==> src/rtl/imuldiv_div_issuer_if.sv <==
// imuldiv_div_issuer_if: request, divider and response channels of the divide issuer.
interface imuldiv_div_issuer_if #(parameter int TAG_W = 5);
  logic             req_val;
  logic             req_rdy;
  logic [1:0]       req_op;
  logic [31:0]      req_a;
  logic [31:0]      req_b;
  logic [TAG_W-1:0] req_tag;
  logic             divreq_msg_fn;
  logic [31:0]      divreq_msg_a;
  logic [31:0]      divreq_msg_b;
  logic             divreq_val;
  logic             divreq_rdy;
  logic [63:0]      divresp_msg_result;
  logic             divresp_val;
  logic             divresp_rdy;
  logic             resp_val;
  logic             resp_rdy;
  logic [31:0]      resp_data;
  logic [TAG_W-1:0] resp_tag;
  logic [15:0]      done_count;
  modport master (
    input  req_val, req_op, req_a, req_b, req_tag, divreq_rdy, divresp_msg_result, divresp_val, resp_rdy,
    output req_rdy, divreq_msg_fn, divreq_msg_a, divreq_msg_b, divreq_val, divresp_rdy, resp_val, resp_data,
           resp_tag, done_count
  );
  modport slave (
    output req_val, req_op, req_a, req_b, req_tag, divreq_rdy, divresp_msg_result, divresp_val, resp_rdy,
    input  req_rdy, divreq_msg_fn, divreq_msg_a, divreq_msg_b, divreq_val, divresp_rdy, resp_val, resp_data,
           resp_tag, done_count
  );
endinterface

==> src/rtl/imuldiv_div_issuer.sv <==
// imuldiv_div_issuer: queues tagged div/rem ops and issues them one at a time to the divider.
// Optional IMULDIV_DIVZERO_BYPASS_EN answers divide-by-zero locally without using the divider.
module imuldiv_div_issuer #(
  parameter int TAG_W       = 5,
  parameter int QUEUE_DEPTH = 2
) (
  input logic clk,
  input logic reset,
  imuldiv_div_issuer_if.master bus
);
  localparam int PW = $clog2(QUEUE_DEPTH);
  localparam int CW = PW + 1;
  typedef enum logic [1:0] {ISSUE, WAIT, RESP} state_t;
  state_t state, state_n;
  logic [1:0]       op_q  [QUEUE_DEPTH];
  logic [31:0]      a_q   [QUEUE_DEPTH];
  logic [31:0]      b_q   [QUEUE_DEPTH];
  logic [TAG_W-1:0] tag_q [QUEUE_DEPTH];
  logic [PW-1:0]    wr_ptr, rd_ptr;
  logic [CW-1:0]    count;
  logic             push, pop, empty, zb, sel_rem;
  logic [TAG_W-1:0] tag_l, resp_tag_q;
  logic [31:0]      resp_data_q;
  logic [15:0]      done_q;
  assign empty              = count == '0;
  assign bus.req_rdy        = count != CW'(QUEUE_DEPTH);
  assign push               = bus.req_val && bus.req_rdy;
  assign bus.divreq_msg_fn  = op_q[rd_ptr][0];
  assign bus.divreq_msg_a   = a_q[rd_ptr];
  assign bus.divreq_msg_b   = b_q[rd_ptr];
  assign bus.resp_data      = resp_data_q;
  assign bus.resp_tag       = resp_tag_q;
  assign bus.done_count     = done_q;
`ifdef IMULDIV_DIVZERO_BYPASS_EN
  assign zb = b_q[rd_ptr] == '0;
`else
  assign zb = 1'b0;
`endif
  always_comb begin
    state_n         = state;
    pop             = 1'b0;
    bus.divreq_val  = 1'b0;
    bus.divresp_rdy = state == WAIT;
    bus.resp_val    = state == RESP;
    if (state == ISSUE) begin
      bus.divreq_val = !empty && !zb;
      pop            = !empty && (zb || bus.divreq_rdy);
      state_n        = !pop ? ISSUE : zb ? RESP : WAIT;
    end else if (state == WAIT) begin
      state_n = bus.divresp_val ? RESP : WAIT;
    end else begin
      state_n = bus.resp_rdy ? ISSUE : RESP;
    end
  end
  always_ff @(posedge clk) begin
    if (push) begin
      op_q[wr_ptr]  <= bus.req_op;
      a_q[wr_ptr]   <= bus.req_a;
      b_q[wr_ptr]   <= bus.req_b;
      tag_q[wr_ptr] <= bus.req_tag;
    end
  end
  always_ff @(posedge clk) begin
    if (reset) begin
      state       <= ISSUE;
      wr_ptr      <= '0;
      rd_ptr      <= '0;
      count       <= '0;
      sel_rem     <= 1'b0;
      tag_l       <= '0;
      resp_data_q <= '0;
      resp_tag_q  <= '0;
      done_q      <= '0;
    end else begin
      state <= state_n;
      count <= count + CW'(push) - CW'(pop);
      if (push) wr_ptr <= wr_ptr + PW'(1);
      if (pop) begin
        rd_ptr  <= rd_ptr + PW'(1);
        sel_rem <= op_q[rd_ptr][1];
        tag_l   <= tag_q[rd_ptr];
      end
      // a bypassed divide-by-zero lands in RESP directly, so its result is formed at pop time
      if (pop && zb) begin
        resp_data_q <= op_q[rd_ptr][1] ? a_q[rd_ptr] : '1;
        resp_tag_q  <= tag_q[rd_ptr];
      end
      if (state == WAIT && bus.divresp_val) begin
        resp_data_q <= sel_rem ? bus.divresp_msg_result[63:32] : bus.divresp_msg_result[31:0];
        resp_tag_q  <= tag_l;
      end
      if (bus.resp_val && bus.resp_rdy) done_q <= done_q + 16'd1;
    end
  end
endmodule

==> src/flat_wrapper.sv <==
// flat-port wrapper written by rule: the top's interface ports become plain ports
module imuldiv_div_issuer_flat 
#(
  parameter int TAG_W       = 5,
  parameter int QUEUE_DEPTH = 2
)
  (clk, reset, bus_req_val, bus_req_op, bus_req_a, bus_req_b, bus_req_tag, bus_divreq_rdy, bus_divresp_msg_result, bus_divresp_val, bus_resp_rdy, bus_req_rdy, bus_divreq_msg_fn, bus_divreq_msg_a, bus_divreq_msg_b, bus_divreq_val, bus_divresp_rdy, bus_resp_val, bus_resp_data, bus_resp_tag, bus_done_count);
  imuldiv_div_issuer_if #(.TAG_W(TAG_W)) bus_i ();
  input logic clk;
  input logic reset;
  input wire logic [$bits(bus_i.req_val)-1:0] bus_req_val;
  input wire logic [$bits(bus_i.req_op)-1:0] bus_req_op;
  input wire logic [$bits(bus_i.req_a)-1:0] bus_req_a;
  input wire logic [$bits(bus_i.req_b)-1:0] bus_req_b;
  input wire logic [$bits(bus_i.req_tag)-1:0] bus_req_tag;
  input wire logic [$bits(bus_i.divreq_rdy)-1:0] bus_divreq_rdy;
  input wire logic [$bits(bus_i.divresp_msg_result)-1:0] bus_divresp_msg_result;
  input wire logic [$bits(bus_i.divresp_val)-1:0] bus_divresp_val;
  input wire logic [$bits(bus_i.resp_rdy)-1:0] bus_resp_rdy;
  output wire logic [$bits(bus_i.req_rdy)-1:0] bus_req_rdy;
  output wire logic [$bits(bus_i.divreq_msg_fn)-1:0] bus_divreq_msg_fn;
  output wire logic [$bits(bus_i.divreq_msg_a)-1:0] bus_divreq_msg_a;
  output wire logic [$bits(bus_i.divreq_msg_b)-1:0] bus_divreq_msg_b;
  output wire logic [$bits(bus_i.divreq_val)-1:0] bus_divreq_val;
  output wire logic [$bits(bus_i.divresp_rdy)-1:0] bus_divresp_rdy;
  output wire logic [$bits(bus_i.resp_val)-1:0] bus_resp_val;
  output wire logic [$bits(bus_i.resp_data)-1:0] bus_resp_data;
  output wire logic [$bits(bus_i.resp_tag)-1:0] bus_resp_tag;
  output wire logic [$bits(bus_i.done_count)-1:0] bus_done_count;
  assign bus_i.req_val = bus_req_val;
  assign bus_i.req_op = bus_req_op;
  assign bus_i.req_a = bus_req_a;
  assign bus_i.req_b = bus_req_b;
  assign bus_i.req_tag = bus_req_tag;
  assign bus_i.divreq_rdy = bus_divreq_rdy;
  assign bus_i.divresp_msg_result = bus_divresp_msg_result;
  assign bus_i.divresp_val = bus_divresp_val;
  assign bus_i.resp_rdy = bus_resp_rdy;
  assign bus_req_rdy = bus_i.req_rdy;
  assign bus_divreq_msg_fn = bus_i.divreq_msg_fn;
  assign bus_divreq_msg_a = bus_i.divreq_msg_a;
  assign bus_divreq_msg_b = bus_i.divreq_msg_b;
  assign bus_divreq_val = bus_i.divreq_val;
  assign bus_divresp_rdy = bus_i.divresp_rdy;
  assign bus_resp_val = bus_i.resp_val;
  assign bus_resp_data = bus_i.resp_data;
  assign bus_resp_tag = bus_i.resp_tag;
  assign bus_done_count = bus_i.done_count;
  imuldiv_div_issuer #(.TAG_W(TAG_W), .QUEUE_DEPTH(QUEUE_DEPTH)) u_core (.clk(clk), .reset(reset), .bus(bus_i));
endmodule
==> config.mk <==
export PLATFORM = sky130hd
export DESIGN_NAME = imuldiv_div_issuer_flat
export DESIGN_NICKNAME = d
export VERILOG_FILES = /design/src/rtl/imuldiv_div_issuer_if.sv /design/src/rtl/imuldiv_div_issuer.sv /design/src/flat_wrapper.sv
export SDC_FILE = /design/constraint.sdc
export NUM_CORES = 1
export LEC_CHECK = 0
export BUFFER_PORTS_ARGS = -buffer_cell sky130_fd_sc_hd__buf_2
export CAP_MARGIN = 10
export CORE_UTILIZATION = 25
export CTS_CLUSTER_DIAMETER = 80
export DETAILED_ROUTE_END_ITERATION = 8
export GPL_TIMING_DRIVEN = 1
export PLACE_DENSITY = 0.49
export SYNTH_ARGS = -nofsm -noshare
export SYNTH_HDL_FRONTEND = slang
export SYNTH_SLANG_ARGS = --single-unit
==> constraint.sdc <==
create_clock -name clk -period 8.2 [get_ports clk]
set_input_delay 0.41 -clock clk [delete_from_list [all_inputs] [get_ports clk]]
set_output_delay 0.41 -clock clk [all_outputs]
set_load 0.02 [all_outputs]
# After elaboration in Yosys (flattened, before gate mapping)
# Memory sizes are Yosys's and may differ from the RTL's. A register that Yosys moved wholly into a read port is not among the register bits.
# Cells that the tools add are included.
[op_classes]
addsub = 5
eq_ne = 3
muxes = 16
n_reduce_logical = 7
[ops]
columns = ["cell", "n"]
rows = [
  ["2-to-1 mux 32 bit", 1],
  ["adder 16 x 1 -> 16 bit (second input constant)", 1],
  ["2-to-1 mux 1 bit", 11],
  ["2-to-1 mux 2 bit", 4],
  ["logical AND 1 bit", 4],
  ["logical NOT 2 bit", 2],
  ["adder 1 bit (second input constant)", 2],
  ["adder 2 x 1 -> 2 bit", 1],
  ["== test 2 x 1 -> 1 bit (second input constant)", 1],
  ["== test 2 bit (second input constant)", 1],
  ["inequality test 2 bit (second input constant)", 1],
  ["subtractor 2 x 1 -> 2 bit", 1],
  ["logical NOT 1 bit", 1],
]
[word_totals]
regBits = 60
ram_bits = 142
input_bits = 141
output_inout_bits = 122
word_cells = 43
mem_count = 4
[memory_table]
columns = ["name", "depth", "word_bits", "read_ports", "rd_clocked_by_memory_dff", "wr", "line_no", "source"]
rows = [
  ["u_core.a_q", 2, 32, 1, 1, 1, "imuldiv_div_issuer.sv:16", "logic [31:0] a_q [QUEUE_DEPTH];"],
  ["u_core.b_q", 2, 32, 1, 1, 1, "imuldiv_div_issuer.sv:17", "logic [31:0] b_q [QUEUE_DEPTH];"],
  ["u_core.tag_q", 2, 5, 1, 1, 1, "imuldiv_div_issuer.sv:18", "logic [TAG_W-1:0] tag_q [QUEUE_DEPTH];"],
  ["u_core.op_q", 2, 2, 1, 1, 1, "imuldiv_div_issuer.sv:15", "logic [1:0] op_q [QUEUE_DEPTH];"],
]

# Depth between registers and ports, before layout
[logic_depth]
depth_word = 6
depth_mapped = 9
mapped_depth_nobuf = 8

# Worst setup path after synthesis
# OpenSTA, ideal clock, no wires.
[synth_path]
path_type = "flip-flop to flip-flop"
start = "register u_core.count[0]"
end = "memory u_core.a_q[0][0] (enable)"
setup_ps = 501
arrival_time_ps = 3692
required_ps = 7699
setup_slack_ps = 4007
stages_incl_launch_ff = 4
n_path_buf = 0
period_less_slack_ps = 4193
cell_sequence = "dfxtp_1 -> nand2b_1 -> nand2_1 -> nor2_1"
[synth_between]
elab_chain_len = 4
[synth_lines]
columns = ["item", "line_no", "source"]
rows = [
  ["start, declared", "imuldiv_div_issuer.sv:20", "logic [CW-1:0] count;"],
  ["start signal, assigned", "imuldiv_div_issuer.sv:76", "count <= count + CW'(push) - CW'(pop);"],
  ["inequality test 2 bit", "imuldiv_div_issuer.sv:26", "assign bus.req_rdy = count != CW'(QUEUE_DEPTH);"],
  ["via bus_req_rdy", "flat_wrapper.sv:20", "output wire logic [$bits(bus_i.req_rdy)-1:0] bus_req_rdy;"],
  ["logical AND 1 bit", "imuldiv_div_issuer.sv:27", "assign push = bus.req_val && bus.req_rdy;"],
  ["2-to-1 mux 1 bit", "imuldiv_div_issuer.sv:56", "if (push) begin"],
  ["2-to-1 mux 1 bit (not written as such)", "imuldiv_div_issuer.sv:58", "a_q[wr_ptr] <= bus.req_a;"],
  ["end, declared", "imuldiv_div_issuer.sv:16", ""],
]
# The timed path passes the listed nets, and every way through them passes these cells.

==> metrics.yaml <==
status:
  status: "completed"
sta:
  setup_tns_ns: 0
  tightestPinTransition_ns: 1.07
  finalMaxSlewViolations: 0
  slew_headroom_pct: 28.7
  post-route-period-util_pct: 31.8
  setup_violations: 0
  hold_violations: 0
  fin_crit_ns: 2.61
  rsz0062_at_grt: "no"
  skew_ns: 0.0208
  fmax_ghz: 0.384
global_route:
  grt-ovfl-total: 0
  grt_max_degree: 70
  grt_pass1_vias: 5180
  antenna_found_initial: 7
  grt_usage_pct: 11.1
  grt_pass1_wl_microns: 28700
clock_tree:
  cts_hold_buf: 0
  clkTransAtPathRegs_ns: 0.06
  cts_root_buf: "clkbuf_16"
  clockBufferDepth: 3
  cts_tree: "yes"
  cts_inserted_buffers: 25
  post-cts-setup-buffers: 0
  postCtsResizedCells: 0
  clkSinkCount: 208
  htree_levels: 1
  clk-insertion-delay-late_ns: 0.54
worst_hold_path:
  min_path_type: "in2reg"
detailed_routing:
  ant_nets: 0
  vias: 5074
  drt-initial-drc-count: 181
  drc: 0
  vias_per_cell: 4.20
  routed_wl_microns: 18600
  post_drt_wl_per_cell_microns: 15.4
  firstDrtPassIters: 4
worst_setup_path:
  worstPathMaxFanout: 66
  path_buf_inv: 2
  arrival_ns: 2.20
  start_kind: "flop"
  endpoint_kind: "output port"
  worstPathRequired_ns: 7.79
  path_class: "reg2out"
  slowest_delay_ns: 0.70
  critical-path-slowest-cell: "buf_4"
  worstPathCellList: "buf_4 -> mux2_2 -> buf_2"
  cp_top_family: "buffers and inverters"
place:
  place.gp.congestion: 0.708
  placed_area_sq_um: 9660
  hpwl_microns: 12400
  io_buffer_count: 262
pwr:
  total_power_mw: 3.29
  leakagePower_nw: 4.05
  powerDensity_nw_per_um2: 312
  vdd_drop_max_mv: 0.186
finish:
  fin_nets: 935
  post-route-util_pct: 34.1
  nFillCells: 3130
  area_growth_pct: 32.7
  drive_above_1_share_pct: 46.4
  final_area_sq_um: 10500
die:
  rows: 64
  die_x_microns: 180
  dieArea_sq_um: 32500
  die_y_microns: 180
  initial_core_util_pct: 25.7
  core_sq_um: 30900
  io-pin-count: 263
synth:
  synth.ff_latch_count: 208
  synth_area_leaders: "edfxtp_1 54%, dfxtp_1 17%, mux2_2 9.2%, mux2i_1 4.8%, a211oi_1 3.6%"
  avgSynthCellArea_sq_um: 15.1
  syn_inst: 525
  yosysTopAreaCell: "edfxtp_1"
  yosysSeqAreaShare_pct: 70.4
  syn-cell-area_sq_um: 7940
  ys_warn_count: 0
  synth_cell_types: 38
  synth_nets: 669
  synth_top_area_share_pct: 53.7
flow_run:
  drv_cap: 0
[stage by stage]
stage	hold slack, ns	setup WS (ns)	instances
2_1_floorplan	0.432	4.01	525
3_3_place_gp	0.442	5.78	1160
3_5_place_dp	0.445	5.73	1160
4_1_cts	0.0212	5.51	1206
5_1_grt	0.0278	5.44	1206
6_report	0.0516	5.59	1208
[synthesized netlist by cell type (all sizes together)]
cell      n
o31ai     2
nand4b    1
and4      1
xor2      5
nand4     4
nor2     57
and3      3
ha        3
mux2     67
and2      1
mux2i    38
or4       2
clkbuf   12
xnor2     9
dfxtp    66
edfxtp  142
nor4b     1
and4b     1
nor4      4
a21oi    11
nor3      2
buf      16
or2       1
o21ai     1
and3b     1
inv       6
a211oi   38
nand2b    2
nor2b     5
nand2    15
nand3b    1
nand3     7
[metal layers]
layer,vias up,routed length (microns),track usage (%)
met2,216,7940,17.6
met4,8,530,3.38
met3,37,2280,6.10
met1,2300,7740,12.8
li1,2513,-,-
met5,-,56,0
[layout by cell type, fill, tap and decap left out, drive strengths merged, types with 7 or more instances in the layout]
| cell type | n |
|---|---|
| mux2i | 38 |
| nor2 | 57 |
| a211oi | 38 |
| clkinv | 12 |
| mux2 | 67 |
| edfxtp | 142 |
| dfxtp | 66 |
| xnor2 | 9 |
| inv | 7 |
| clkbuf | 27 |
| buf | 267 |
| nand3 | 7 |
| a21oi | 11 |
| nand2 | 15 |
[final timing paths]
path / from / end / slack [ns] / cells past startpoint
worst min-delay path: bus_req_a[31] / u_core.a_q[0][31]$_DFFE_PP_ / 0.05 / 1
worst max-delay path: flop / bus_divreq_msg_b[27] / 5.59 / 3
worst min register to register: u_core.tag_l[1]$_SDFFE_PP0P_ / u_core.bus.resp_tag[1]$_SDFFE_PP0P_ / 0.45 / 2
worst max register to register: u_core.count[0]$_SDFF_PP0_ / u_core.b_q[0][25]$_DFFE_PP_ / 5.87 / 4
[cell type report]
type | count | area, sq um | share of cell area (%)
Sequential cell | 208 | 5590 | 53.0
Multi-Input combinational cell | 283 | 2210 | 21.0
Timing Repair Buffer | 267 | 1350 | 12.8
Clock buffer | 27 | 633 | 6.01
Tap cell | 396 | 495 | 4.70
Clock inverter | 19 | 234 | 2.22
Inverter | 6 | 22.5 | 0.214
Antenna cell | 2 | 5.00 | 0.0475
[state kept, by name, summed over array words and instances (netlist names), 2 cells and up, named ones only]
name,flops
u_core.bus.resp_data,32
u_core.bus.resp_tag,5
u_core.a_q,64
u_core.tag_l,5
u_core.b_q,64
u_core.tag_q,10
u_core.count,2
u_core.bus.done_count,16
u_core.state,2
u_core.op_q,4
[report_power, final]
part	internal [mW]	total [mW]	switching [mW]
clock	0.716	1.16	0.440
combinational	0.309	0.777	0.468
sequential	1.29	1.36	0.0680
[logic make-up after synthesis]
logic type | count (synthesis) | share of synthesized area (%)
flops | 208 | 70.4
simple gates | 109 | 6.79
mux | 105 | 14.3
compound gates | 52 | 4.54
buf+inv | 34 | 2.00
xor+xnor | 14 | 1.54
fa+ha+maj | 3 | 0.473
Note: power is estimated with default switching activity, not from simulation.
